[src/rtl/mem_arbiter_if.sv]
// Bus bundle between the two requesters, the arbiter and the single-port memory.
//   m0_* / m1_* : requester handshake (req/wr/addr/wdata in, gnt/done/rdata/err out)
//   mem_*       : strobe/address/data towards memory, rdata/response back
//   busy        : arbiter is not idle
// Modports: slave = arbiter side, master = requester/memory environment side.
interface mem_arbiter_if #(
  parameter int ADDR_WIDTH = 8,
  parameter int DATA_WIDTH = 16
);
  logic                  m0_req, m0_wr, m0_gnt, m0_done, m0_err;
  logic [ADDR_WIDTH-1:0] m0_addr;
  logic [DATA_WIDTH-1:0] m0_wdata, m0_rdata;
  logic                  m1_req, m1_wr, m1_gnt, m1_done, m1_err;
  logic [ADDR_WIDTH-1:0] m1_addr;
  logic [DATA_WIDTH-1:0] m1_wdata, m1_rdata;
  logic                  mem_wr, mem_rd, mem_response;
  logic [ADDR_WIDTH-1:0] mem_addr;
  logic [DATA_WIDTH-1:0] mem_wdata, mem_rdata;
  logic                  busy;

  modport slave (
    input  m0_req, m0_wr, m0_addr, m0_wdata,
    input  m1_req, m1_wr, m1_addr, m1_wdata,
    input  mem_rdata, mem_response,
    output m0_gnt, m0_done, m0_rdata, m0_err,
    output m1_gnt, m1_done, m1_rdata, m1_err,
    output mem_wr, mem_rd, mem_addr, mem_wdata, busy
  );

  modport master (
    output m0_req, m0_wr, m0_addr, m0_wdata,
    output m1_req, m1_wr, m1_addr, m1_wdata,
    output mem_rdata, mem_response,
    input  m0_gnt, m0_done, m0_rdata, m0_err,
    input  m1_gnt, m1_done, m1_rdata, m1_err,
    input  mem_wr, mem_rd, mem_addr, mem_wdata, busy
  );
endinterface

[src/rtl/mem_arbiter.sv]
// Two-port round-robin arbiter/sequencer in front of a single-port memory.
// One request is granted at a time, its address is range-checked against
// MEM_SIZE, one wr/rd strobe is issued, and the memory response is returned
// to the winner as a one-cycle done pulse with rdata/err.
// Ports:
//   clk   : clock, posedge
//   reset : synchronous, active-high
//   bus   : mem_arbiter_if.slave (requester handshakes, memory bus, busy)
// Optional feature: define MEM_ARB_TIMEOUT_EN to abort a WAIT that lasts
// TIMEOUT cycles without a memory response (done with err=1).
module mem_arbiter #(
  parameter int ADDR_WIDTH = 8,
  parameter int DATA_WIDTH = 16,
  parameter int MEM_SIZE   = 16,
  parameter int TIMEOUT    = 15
) (
  input  logic         clk,
  input  logic         reset,
  mem_arbiter_if.slave bus
);
  typedef enum logic [1:0] {IDLE, ISSUE, WAIT, RESP} state_t;

  typedef struct packed {
    logic                  wr;
    logic [ADDR_WIDTH-1:0] addr;
    logic [DATA_WIDTH-1:0] wdata;
  } req_t;

  // one extra bit so MEM_SIZE == 2**ADDR_WIDTH still compares correctly
  localparam logic [ADDR_WIDTH:0] LIMIT = (ADDR_WIDTH+1)'(MEM_SIZE);

  state_t                state, state_nxt;
  logic [1:0]            req;
  req_t [1:0]            cmd;
  req_t                  sel;
  logic                  win_sel, in_range, timeout_hit;
  logic                  win_q, last_q, wr_q, err_q;
  logic [1:0]            gnt_q, done;
  logic [ADDR_WIDTH-1:0] addr_q;
  logic [DATA_WIDTH-1:0] wdata_q, rdata_q;

  assign req    = {bus.m1_req, bus.m0_req};
  assign cmd[0] = {bus.m0_wr, bus.m0_addr, bus.m0_wdata};
  assign cmd[1] = {bus.m1_wr, bus.m1_addr, bus.m1_wdata};

  // lone requester wins; on contention the one not served last wins
  assign win_sel  = (&req) ? ~last_q : req[1];
  assign sel      = cmd[win_sel];
  assign in_range = {1'b0, sel.addr} < LIMIT;

`ifdef MEM_ARB_TIMEOUT_EN
  localparam int CNT_W = $clog2(TIMEOUT + 1);
  logic [CNT_W-1:0] wait_cnt;

  // the edge on which the count would reach TIMEOUT ends the wait
  assign timeout_hit = (state == WAIT) && (wait_cnt == CNT_W'(TIMEOUT - 1));

  always_ff @(posedge clk) begin
    if (reset)                wait_cnt <= '0;
    else if (state == ISSUE)  wait_cnt <= '0;
    else if (state == WAIT)   wait_cnt <= wait_cnt + CNT_W'(1);
  end
`else
  assign timeout_hit = 1'b0;
`endif

  always_ff @(posedge clk) begin
    if (reset) state <= IDLE;
    else       state <= state_nxt;
  end

  always_comb begin
    state_nxt = state;
    case (state)
      IDLE:    if (|req) state_nxt = in_range ? ISSUE : RESP;
      ISSUE:   state_nxt = WAIT;
      WAIT:    if (bus.mem_response || timeout_hit) state_nxt = RESP;
      RESP:    state_nxt = IDLE;
      default: state_nxt = IDLE;
    endcase
  end

  always_ff @(posedge clk) begin
    if (reset) begin
      gnt_q   <= 2'b00;
      win_q   <= 1'b0;
      last_q  <= 1'b1;   // requester 0 favoured after reset
      wr_q    <= 1'b0;
      err_q   <= 1'b0;
      addr_q  <= '0;
      wdata_q <= '0;
      rdata_q <= '0;
    end else begin
      gnt_q <= 2'b00;
      case (state)
        IDLE: if (|req) begin
          win_q   <= win_sel;
          wr_q    <= sel.wr;
          err_q   <= ~in_range;
          rdata_q <= '0;
          gnt_q   <= win_sel ? 2'b10 : 2'b01;
          // memory bus only moves for requests that will actually be issued
          if (in_range) begin
            addr_q  <= sel.addr;
            wdata_q <= sel.wdata;
          end
        end
        WAIT: begin
          // a response on the timeout edge still counts as normal completion
          if (bus.mem_response) begin
            rdata_q <= wr_q ? '0 : bus.mem_rdata;
            err_q   <= 1'b0;
          end else if (timeout_hit) begin
            rdata_q <= '0;
            err_q   <= 1'b1;
          end
        end
        RESP:    last_q <= win_q;
        default: ;
      endcase
    end
  end

  assign done = (state == RESP) ? (win_q ? 2'b10 : 2'b01) : 2'b00;

  assign bus.m0_gnt    = gnt_q[0];
  assign bus.m1_gnt    = gnt_q[1];
  assign bus.m0_done   = done[0];
  assign bus.m1_done   = done[1];
  assign bus.m0_err    = done[0] & err_q;
  assign bus.m1_err    = done[1] & err_q;
  assign bus.m0_rdata  = done[0] ? rdata_q : '0;
  assign bus.m1_rdata  = done[1] ? rdata_q : '0;
  assign bus.mem_wr    = (state == ISSUE) &  wr_q;
  assign bus.mem_rd    = (state == ISSUE) & ~wr_q;
  assign bus.mem_addr  = addr_q;
  assign bus.mem_wdata = wdata_q;
  assign bus.busy      = (state != IDLE);
endmodule

[src/flat_wrapper.sv]
// flat-port wrapper written by rule: the top's interface ports become plain ports
module mem_arbiter_flat 
#(
  parameter int ADDR_WIDTH = 8,
  parameter int DATA_WIDTH = 16,
  parameter int MEM_SIZE   = 16,
  parameter int TIMEOUT    = 15
)
  (clk, reset, bus_m0_req, bus_m0_wr, bus_m0_addr, bus_m0_wdata, bus_m1_req, bus_m1_wr, bus_m1_addr, bus_m1_wdata, bus_mem_rdata, bus_mem_response, bus_m0_gnt, bus_m0_done, bus_m0_rdata, bus_m0_err, bus_m1_gnt, bus_m1_done, bus_m1_rdata, bus_m1_err, bus_mem_wr, bus_mem_rd, bus_mem_addr, bus_mem_wdata, bus_busy);
  mem_arbiter_if #(.ADDR_WIDTH(ADDR_WIDTH), .DATA_WIDTH(DATA_WIDTH)) bus_i ();
  input  logic clk;
  input  logic reset;
  input wire logic [$bits(bus_i.m0_req)-1:0] bus_m0_req;
  input wire logic [$bits(bus_i.m0_wr)-1:0] bus_m0_wr;
  input wire logic [$bits(bus_i.m0_addr)-1:0] bus_m0_addr;
  input wire logic [$bits(bus_i.m0_wdata)-1:0] bus_m0_wdata;
  input wire logic [$bits(bus_i.m1_req)-1:0] bus_m1_req;
  input wire logic [$bits(bus_i.m1_wr)-1:0] bus_m1_wr;
  input wire logic [$bits(bus_i.m1_addr)-1:0] bus_m1_addr;
  input wire logic [$bits(bus_i.m1_wdata)-1:0] bus_m1_wdata;
  input wire logic [$bits(bus_i.mem_rdata)-1:0] bus_mem_rdata;
  input wire logic [$bits(bus_i.mem_response)-1:0] bus_mem_response;
  output wire logic [$bits(bus_i.m0_gnt)-1:0] bus_m0_gnt;
  output wire logic [$bits(bus_i.m0_done)-1:0] bus_m0_done;
  output wire logic [$bits(bus_i.m0_rdata)-1:0] bus_m0_rdata;
  output wire logic [$bits(bus_i.m0_err)-1:0] bus_m0_err;
  output wire logic [$bits(bus_i.m1_gnt)-1:0] bus_m1_gnt;
  output wire logic [$bits(bus_i.m1_done)-1:0] bus_m1_done;
  output wire logic [$bits(bus_i.m1_rdata)-1:0] bus_m1_rdata;
  output wire logic [$bits(bus_i.m1_err)-1:0] bus_m1_err;
  output wire logic [$bits(bus_i.mem_wr)-1:0] bus_mem_wr;
  output wire logic [$bits(bus_i.mem_rd)-1:0] bus_mem_rd;
  output wire logic [$bits(bus_i.mem_addr)-1:0] bus_mem_addr;
  output wire logic [$bits(bus_i.mem_wdata)-1:0] bus_mem_wdata;
  output wire logic [$bits(bus_i.busy)-1:0] bus_busy;
  assign bus_i.m0_req = bus_m0_req;
  assign bus_i.m0_wr = bus_m0_wr;
  assign bus_i.m0_addr = bus_m0_addr;
  assign bus_i.m0_wdata = bus_m0_wdata;
  assign bus_i.m1_req = bus_m1_req;
  assign bus_i.m1_wr = bus_m1_wr;
  assign bus_i.m1_addr = bus_m1_addr;
  assign bus_i.m1_wdata = bus_m1_wdata;
  assign bus_i.mem_rdata = bus_mem_rdata;
  assign bus_i.mem_response = bus_mem_response;
  assign bus_m0_gnt = bus_i.m0_gnt;
  assign bus_m0_done = bus_i.m0_done;
  assign bus_m0_rdata = bus_i.m0_rdata;
  assign bus_m0_err = bus_i.m0_err;
  assign bus_m1_gnt = bus_i.m1_gnt;
  assign bus_m1_done = bus_i.m1_done;
  assign bus_m1_rdata = bus_i.m1_rdata;
  assign bus_m1_err = bus_i.m1_err;
  assign bus_mem_wr = bus_i.mem_wr;
  assign bus_mem_rd = bus_i.mem_rd;
  assign bus_mem_addr = bus_i.mem_addr;
  assign bus_mem_wdata = bus_i.mem_wdata;
  assign bus_busy = bus_i.busy;
  mem_arbiter #(.ADDR_WIDTH(ADDR_WIDTH), .DATA_WIDTH(DATA_WIDTH), .MEM_SIZE(MEM_SIZE), .TIMEOUT(TIMEOUT)) u_core (.clk(clk), .reset(reset), .bus(bus_i));
endmodule
[config.mk]
export PLATFORM = sky130hd
export DESIGN_NAME = mem_arbiter_flat
export DESIGN_NICKNAME = d
export VERILOG_FILES = /design/src/rtl/mem_arbiter_if.sv /design/src/rtl/mem_arbiter.sv /design/src/flat_wrapper.sv
export SDC_FILE = /design/constraint.sdc
export NUM_CORES = 1
export LEC_CHECK = 0
export CAP_MARGIN = 20
export CORE_MARGIN = 1
export CORE_UTILIZATION = 35
export CTS_CLUSTER_DIAMETER = 200
export DETAILED_ROUTE_END_ITERATION = 6
export PLACE_DENSITY_LB_ADDON = 0.15
export SLEW_MARGIN = 20
export SYNTH_ARGS = -nofsm -noshare
export SYNTH_HDL_FRONTEND = slang
export SYNTH_SLANG_ARGS = --single-unit
export TNS_END_PERCENT = 100
[constraint.sdc]
create_clock -name clk -period 1.85 [get_ports clk]
set_input_delay 0.185 -clock clk [delete_from_list [all_inputs] [get_ports clk]]
set_output_delay 0.185 -clock clk [all_outputs]
set_load 0.005 [all_outputs]
==> summary.txt <==
Floorplanning
  • Die area: 0.00723 mm2
  • FP Rows: 29
  • I/O pins: 136
  • Initial Util: 37.1%
  • Die Y: 85.0 um
  • Width of the die: 85.0 um
  • CORE AREA: 0.00649 mm2

Cells and area
  • Nets: 512
  • Final Instance Area: 0.00420 mm2
  • Commonest non-fill, non-tap cell in the layout: clkdlybuf4s50_1
  • FILL cells: 567
  • Ant diodes: 0
  • Area of the multi-input gates: 0.00134 mm2
  • P&R area growth vs syn: 74.0%
  • Commonest cells after routing, fill and taps aside: 113 x clkdlybuf4s50_1, 63 x nand2_1, 46 x dfxtp_1, 39 x a21oi_1, 22 x buf_4
  • Register area: 963 um2
  • Fraction of layout cells with a size suffix above 1: 16.9%

Power
  • Sequential fraction of design power: 33.7%
  • P per Cell Area: 892 mW/mm2
  • Int Pwr: 2460 uW
  • Switch share: 34.4%
  • Power, Total: 3750 uW
  • Total leakage power: 0.00181 uW
  • Worst IR Drop VDD: 542 uV
  • Clock Power Share: 22.0%
  • Switching power: 1290 uW
  • Comb pwr share: 44.3%

Worst setup path
  • R2r endpoint: u_core.state[0]
  • Critical path class: reg2out
  • CP arrival: 1710 ps
  • Reg-to-Reg Start: u_core.state[0]
  • CP Launch Type: register
  • Crit path max-delay family: buffers and inverters
  • Worst R2R Setup Slack: 130 ps
  • Worst Reg2Reg Path Length in Cells: 8
  • CP Depth: 8
  • Critical Path RT: 1660 ps
  • CP cell instances: ha_4, inv_2, nor2_4, buf_4, buf_6, buf_4, and2_1, dlygate4sd2_1
  • CP bufs+invs: 5
  • Cell type of the slowest stage on the worst timing path: dfxtp_2
  • Worst Setup EP: bus_m0_rdata[12]
  • CP endpoint kind: output port
  • Delay of the slowest critical-path stage: 340 ps
  • Crit path max fanout: 5
  • Cell mode on critical path: buf_4
  • Worst setup path startpoint: u_core.state[0]

Placement
  • Final HPWL DP: 5290 um
  • DP Area: 0.00391 mm2
  • Port bufs: 135
  • Gp weighted congestion: 0.721

Logic synthesis
  • Area share of fa/ha/maj cells after synthesis: 2.59%
  • Post-Synthesis Cells: 289
  • Synth Register Bits: 48
  • Mean Syn Cell Area: 8.35 um2
  • Post-synth EDFFs: 0
  • Post-Synth XOR/XNOR Area: 0%
  • Synth cell types: 29
  • Synth Net Count: 365
  • Synth Area in Compound Gates: 21.5%
  • Mux share of post-synthesis cell area: 1.50%
  • Synth Flop Type: dfxtp_1
  • Largest family of logic cells by synthesized area: simple AND/OR/NAND/NOR gates
  • Ys async rst share: 0%
  • Mapped Area: 0.00241 mm2
  • Yosys warns: 0
  • Seq/Total Area, Yosys: 39.8%
  • Simple-gate share of the synthesized area: 28.6%

Outcome
  • Failing checks: setup timing
  • Status: finished with violations

Routing
  • Vias: 2,607
  • Post-route ant nets: 0
  • Vias/cell: 5.07
  • DRT iter0 DRCs: 113
  • Post-route DRC violation count: 0
  • WL/cell: 14.8 um
  • Final wirelength: 7600 um
  • Pre-antenna DRT Iters: 4

STA
  • Final hold violation count: 0
  • Slew Limit Fails: 0
  • Setup tns final: -89.7 ps
  • Skew final: 4.60 ps
  • Final Cycle Share: 102%
  • Worst Tran Pin Value: 346 ps
  • Unrepaired setup endpoints after global routing: yes
  • Slew HR: 76.7%
  • Post-route minimum period: 1890 ps
  • Fmax: 0.529 GHz
  • Final setup margin: -40.3 ps
  • Final setup vio count: 5
  • Hold Slack: 236 ps

Clocking
  • CTS tree: built
  • Root Driver: clkbuf_8
  • H-tree depth: 2
  • Clk_lat worst skew: 300 ps
  • Reg clk slew, reported paths: 90 ps
  • CTS buffer count: 5
  • Clock Sinks: 48
  • CTS Buffer Depth: 2

Global routing
  • Global-route wire length before repair: 12,100 um
  • GRT overflow: 0
  • Largest net degree at the start of global routing: 27
  • Vias in the first global route: 2,594
  • GRT Total Usage: 21.0%
  • Initial antenna violation count: 0

Min path
  • Hold Path Origin: reset
  • Worst min path class: in2reg

Job
  • Max-Cap Viols: 0
==> cells in the mapped netlist (5+ instances only) <==
cell type	number	area, um2
ha_1	5	62.6
a311oi_1	5	43.8
nor2_1	7	26.3
a21oi_1	39	195
a311oi_2	16	240
dfxtp_1	48	961
nand2_1	63	236
nand3_1	16	80.1
clkbuf_1	17	63.8
inv_1	6	22.5
and3_1	17	106
and2_1	20	125
==> kinds of logic (layout without fill, tap and decap cells) <==
group                    count (synthesis)  count (layout)
adder cells (fa/ha/maj)                  5               5
AO/OA/AOI/OAI                           64              64
flip-flops                              48              48
buffers and inverters                   31             179
multiplexers                             3               3
AND/OR/NAND/NOR                        138             138
==> state kept, by name, summed over array words and instances, names as in the netlist <==
name / flops
u_core.gnt_q: 2
u_core.wr_q: 1
u_core.last_q: 1
u_core.state: 2
u_core.win_q: 1
u_core.rdata_q: 16
u_core.err_q: 1
u_core.bus.mem_wdata: 16
u_core.bus.mem_addr: 8
==> metrics by stage <==
step	utilization, %	worst slack, ps	instances
after floorplan	-	157	289
after global placement	60.3	9.09	493
after detailed placement	60.3	-61.8	493
after CTS	63.1	-123	507
after global routing	64.6	-99.4	514
final	64.6	-40.3	514
==> metal layers <==
layer  share of wire (%)  wire length, um  global-route usage (%)  up-vias
li1                    -                -                       -     1298
met1                  43             3280                    25.0     1208
met2                  48             3650                    35.9       90
met3                 7.2              544                    6.61       11
met4                 1.6              122                    6.47        0
met5                   0                0                       0        -
==> power by group through the flow <==
| stage | registers [uW] | clock network, uW | logic, uW |
|---|---|---|---|
| floorplan | 1260 | 0 | 785 |
| global placement | 1270 | 0 | 1470 |
| detailed placement | 1280 | 0 | 1490 |
| CTS | 1260 | 838 | 1590 |
| global route | 1280 | 878 | 1810 |
| finish | 1260 | 823 | 1660 |
==> timing repair <==
item                       CTS  global route
pin swaps                    0             1
buffers inserted             3             7
resized for setup           24            17
cloned                       3             0
setup endpoints to repair   36            45
hold buffers                 0             0
==> worst min path at each step <==
stage	end	slack (ps)	cells past startpoint
6_report	u_core.bus.mem_wdata[8]	240	2
3_3_place_gp	u_core.rdata_q[0]	440	2
4_1_cts	u_core.bus.mem_wdata[8]	220	2
3_5_place_dp	u_core.rdata_q[15]	450	2
2_1_floorplan	u_core.rdata_q[0]	340	2
5_1_grt	u_core.bus.mem_wdata[8]	230	2
==> layout make-up <==
cell class,count,area share (%)
inverters,6,0.537
repair buffers,165,39.3
clock inverters,1,0.715
clock buffers,7,2.30
well taps,77,2.30
flip-flops and latches,48,23.0
multi-input cells,210,31.9
Power figures use the tool's default switching activity.
==> RTL change 1, RTL diff (config.mk and constraints unchanged) <==
Build with the macro `MEM_ARB_TIMEOUT_EN` defined.
--- a/src/rtl/mem_arbiter.sv
+++ b/src/rtl/mem_arbiter.sv
@@ -8,6 +8,8 @@
 //   bus   : mem_arbiter_if.slave (requester handshakes, memory bus, busy)
 // Optional feature: define MEM_ARB_TIMEOUT_EN to abort a WAIT that lasts
 // TIMEOUT cycles without a memory response (done with err=1).
+`define MEM_ARB_TIMEOUT_EN
+
 module mem_arbiter #(
   parameter int ADDR_WIDTH = 8,
   parameter int DATA_WIDTH = 16,
Formal check against the unedited RTL: same outputs for any inputs over 10 cycles, from zero or initial values and one cycle with reset high; that may be too few to reach the edited logic, so the function may still have changed.
==> RTL change 1 against the original RTL <==
  * The flow still finishes with violations (setup timing)
  * Total power rose by 3.6%
  * Sequential cell count rose by 4
  * Final cell count is 7.8% higher
  * Synthesized area grew 9.0%
  * Largest power group unchanged
  * Global-route usage down 1.2 points
  * Cell area grew 6.8%
  * Setup slack worse by 0.11 ns
  * Routed wire length rose by 4.4%
==> RTL change 1: results (changes against the original RTL) <==
* Status: finished, violations left (unchanged)
* Violated checks: setup timing (unchanged)
* Worst R2R End: u_core.rdata_q[9] (was u_core.state[0])
* Layout Skew at 0.002444 ns (was 0.004603 ns)
* Post-synthesis sequential area ratio at 39.60% (was 39.83%)
* Top post-synthesis cells by area: dfxtp_1, a311oi_2, a21oi_1 (was dfxtp_1, a311oi_2, nand2_1)
* FF-to-FF path depth at 9 (was 8)
* Final hold slack at 0.4443 ns (was 0.2365 ns)
* Worst stage delay on the critical path at 0.51 ns (was 0.34 ns)
* Worst-Margin Slew at 0.7110 ns (was 0.3460 ns)
* Commonest cells post-synth: dfxtp_1, nand2_1, a21oi_1 (was nand2_1, dfxtp_1, a21oi_1)
* Vias in the first global route at 2511 (was 2594)
* Post-DR vias/cell at 4.859 (was 5.072)
* Final setup viols at 1 (was 5)
* Leakage at 2.101 nW (was 1.813 nW)
* Cells after DPL at 535 (was 493)
* Footprint of the multi-input gates at 1501 µm² (was 1340 µm²)
* Setup slack after layout at -0.1459 ns (was -0.04028 ns)
* Reg2reg setup slack at 0.11 ns (was 0.13 ns)
* Distinct cells, synth at 31 (was 29)
* FILL cells at 641 (was 567)
* Initial DRC count at 70 (was 113)
* Top-area cell type share of the netlist area at 39.60% (was 39.83%)
* First-pass GRT wire length at 11980 µm (was 12110 µm)
* Layout cells sized above 1 at 16.48% (was 16.93%)
* Nets@finish at 532 (was 512)
* Post-Route WL at 7933 µm (was 7597 µm)
* Pin count of the biggest net entering global routing at 30 (was 27)
* Worst Path Max Fanout at 4 (was 5)
* Fin Setup TNS at -0.1459 ns (was -0.08966 ns)
* Hold Path Cell Cnt at 3 (was 2)
* Synth Area per Inst at 8.535 µm² (was 8.347 µm²)
## RTL change 1: cell count changes after synthesis, moves of 3 or more
cell / before / now
buf_2: 4 / 7
nand2b_1: 0 / 18
nor2_1: 7 / 11
dfxtp_1: 48 / 52
nand2_1: 63 / 48
## RTL change 1: layout make-up
class | instances | area share [%]
inverter | 5 | 0.4186
sequential | 52 | 23.33
clock inverter | 2 | 0.2233
multi-input combinational | 225 | 33.49
timing repair buffer | 165 | 37.93
clock buffer | 6 | 1.842
tap | 99 | 2.763
## RTL change 1: worst max path at each step
stage,from,end,slack (ns)
6_report,u_core.state[1],bus_m0_rdata[1],-0.15
5_1_grt,u_core.state[1],bus_m0_rdata[1],-0.21
4_1_cts,u_core.state[1],bus_m0_rdata[12],-0.16
3_5_place_dp,bus_m1_req,u_core.bus.mem_wdata[14],-0.01
3_3_place_gp,bus_m1_req,u_core.bus.mem_addr[1],0.02
2_1_floorplan,u_core.state[0],u_core.rdata_q[10],0.11
## RTL change 1: per-stage QoR
stage	setup slack, ns	power [mW]
final	-0.1459	3.882
after global routing	-0.2127	4.139
after CTS	-0.1574	3.668
after detailed placement	-0.009726	2.887
after global placement	0.01720	2.861
after floorplan	0.1094	2.256
## RTL change 1: cell families (layout without fill, tap and decap cells)
| family | count (synthesis) | count (layout) | synth area share [%] |
|---|---|---|---|
| compound gates | 68 | 68 | 21.18 |
| simple gates | 146 | 146 | 28.99 |
| buf+inv | 31 | 178 | 5.331 |
| fa+ha+maj | 7 | 7 | 3.332 |
| flops | 52 | 52 | 39.60 |
| mux | 1 | 1 | 0.5710 |
| xor+xnor | 3 | 3 | 0.9997 |
## RTL change 1: routing by layer
layer | global-route usage (%) | wire length [µm] | vias to the layer above
met4 | 4.399 | 60 | 0
li1 | - | - | 1364
met2 | 34.83 | 3916 | 98
met3 | 6.343 | 678 | 4
met1 | 23.37 | 3277 | 1226
met5 | 0 | 0 | -
## RTL change 1: power by group
| part | internal, mW | leakage [nW] | switching, mW |
|---|---|---|---|
| clock | 0.300 | 0.0510 | 0.369 |
| combinational | 0.947 | 1.63 | 0.907 |
| sequential | 1.25 | 0.422 | 0.107 |
| total | 2.50 | 2.10 | 1.38 |
## RTL change 1: repair_timing
| action | CTS | global route |
|---|---|---|
| pin swaps | 1 | 5 |
| resized for setup | 16 | 44 |
| cloned | 2 | 2 |
| endpoints found under the setup margin | 39 | 52 |
| hold buffers | 0 | 0 |
| buffers inserted | 3 | 4 |
## RTL change 1: worst register-to-register path, delay by kind of cell (launching register included)
kind | cells | cell delay [ns]
buf+inv | 4 | 0.52
simple gates | 2 | 0.26
compound gates | 2 | 0.36
flops | 1 | 0.36
fa+ha+maj | 1 | 0.18
==> RTL change 2, RTL diff (same settings) <==
Without the edit above. Encoding of `state_t`: now one-hot (4 bits for 4 states).
--- a/src/rtl/mem_arbiter.sv
+++ b/src/rtl/mem_arbiter.sv
@@ -18,7 +18,7 @@
   input  logic         reset,
   mem_arbiter_if.slave bus
 );
-  typedef enum logic [1:0] {IDLE, ISSUE, WAIT, RESP} state_t;
+  typedef enum logic [3:0] {IDLE = 4'b0001, ISSUE = 4'b0010, WAIT = 4'b0100, RESP = 4'b1000} state_t;
 
   typedef struct packed {
     logic                  wr;
Check against the original RTL: same outputs for any inputs over 10 cycles, from zero or initial values and one cycle with reset high; not proved beyond that.
==> RTL change 2 against the original RTL <==
  * The run still ends with setup timing left
  * Critical path type unchanged
  * Setup slack worse by 0.17 ns
  * Cell area is 7.1% higher
  * Register-to-register slack worse by 0.02 ns
  * Clock skew is 0.00062 ns lower
  * Sequential cell count is 2 higher
  * Via count is 2.6% lower
  * Maximum frequency is 8.1% lower
  * Critical path depth is 1 lower
  * Synthesized area is 2.9% higher
  * Routed wire length is 1.4% higher
Power is not compared: it rests on default switching activity, and its combinational part moved more than twofold at a synthesized area within 25%.
==> RTL change 2: results (changes against the original RTL) <==
* Synth Area per Inst at 9.439 µm² (was 8.347 µm²)
* FF-to-FF path depth at 9 (was 8)
* Worst R2R End: u_core.err_q (was u_core.state[0])
* Vias in the first global route at 2454 (was 2594)
* Dpl hpwl at 4883 µm (was 5290 µm)
* Post-synthesis sequential area ratio at 40.32% (was 39.83%)
* Distinct cells, synth at 35 (was 29)
* GR Layer Usage met1 at 25.03% (was 25.05%)
* Worst setup path endpoint: bus_m1_rdata[10] (was bus_m0_rdata[12])
* Status: finished, violations left (unchanged)
* GR Util met3 at 6.381% (was 6.615%)
* Final hold slack at 0.3683 ns (was 0.2365 ns)
* Worst Hold End: u_core.bus.mem_wdata[0] (was u_core.bus.mem_wdata[8])
* Dpl cell area at 4024 µm² (was 3914 µm²)
* Xor and xnor area share after synthesis at 0.3528% (was 0%)
* Post-synthesis adder-cell area fraction at 0% (was 2.593%)
* Final Instance Count excl. Fillers at 520 (was 514)
* GR Layer Usage met2 at 34.20% (was 35.92%)
* Commonest cells post-synth: dfxtp_1, and2_1, mux2i_1 (was nand2_1, dfxtp_1, a21oi_1)
* Setup WS pre-CTS at -0.3992 ns (was -0.06185 ns)
* Final setup viols at 36 (was 5)
* Reg2reg setup slack at 0.11 ns (was 0.13 ns)
* Violated checks: setup timing (unchanged)
* FILL cells at 597 (was 567)
* Pin count of the biggest net entering global routing at 34 (was 27)
* Compound-gate portion of the synthesized area at 17.74% (was 21.52%)
* Critical path's slowest cell: or4b_4 (was dfxtp_2)
* DR WL met2 at 3758 µm (was 3649 µm)
* Met3 Wirelength at 593 µm (was 544 µm)
* Post-Route WL at 7700 µm (was 7597 µm)
* Setup slack after layout at -0.2067 ns (was -0.04028 ns)
* Top post-synthesis cells by area: dfxtp_1, mux2i_1, and2_1 (was dfxtp_1, a311oi_2, nand2_1)
* FF-to-FF Start: u_core.state[2] (was u_core.state[0])
* GR Util All Layers at 20.32% (was 20.96%)
* Worst-Margin Slew at 0.5347 ns (was 0.3460 ns)
* Layout cells sized above 1 at 32.55% (was 16.93%)
* Crit-path leading delay family: simple AND/OR/NAND/NOR gates (was buffers and inverters)
* Worst stage delay on the critical path at 0.55 ns (was 0.34 ns)
* Mux cell area share after synthesis at 9.728% (was 1.504%)
* GP Congestion at 0.7398 (was 0.7209)
* Post-DR vias/cell at 4.885 (was 5.072)
* DRT met1 WL at 3245 µm (was 3281 µm)
RTL change 2: changes by cell type in the layout (fill, tap and decap cells not counted), moves of 17 or more:
cell / change
and2_4: +26
clkdlybuf4s50_1: -18
a21oi_1: -17
and3_1: -17
a211oi_1: +20
nand2_1: -60
mux2i_1: +22
nand2b_1: +17
buf_6: +31
RTL change 2: report_power, final:
part	switching (mW)	leakage, nW	internal [mW]	total, mW
combinational	0.328	1.28	0.451	0.779
sequential	0.0226	0.405	1.11	1.13
clock	0.367	0.0472	0.301	0.668
total	0.717	1.73	1.86	2.58
RTL change 2: what timing repair did:
item,4_1_cts,5_1_grt
endpoints found under the setup margin,63,59
hold buffers,0,0
pin swaps,26,7
gates resized for setup,183,46
setup buffers,12,3
gates cloned,3,4
RTL change 2: area by class of cell:
class	count	area, µm²	area share (%)
multi-input combinational	190	1458	32.43
clock buffer	6	82.58	1.837
inverter	3	11.26	0.2506
sequential	50	1003	22.33
clock inverter	2	12.51	0.2784
timing repair buffer	173	1807	40.20
tap	96	120.1	2.673
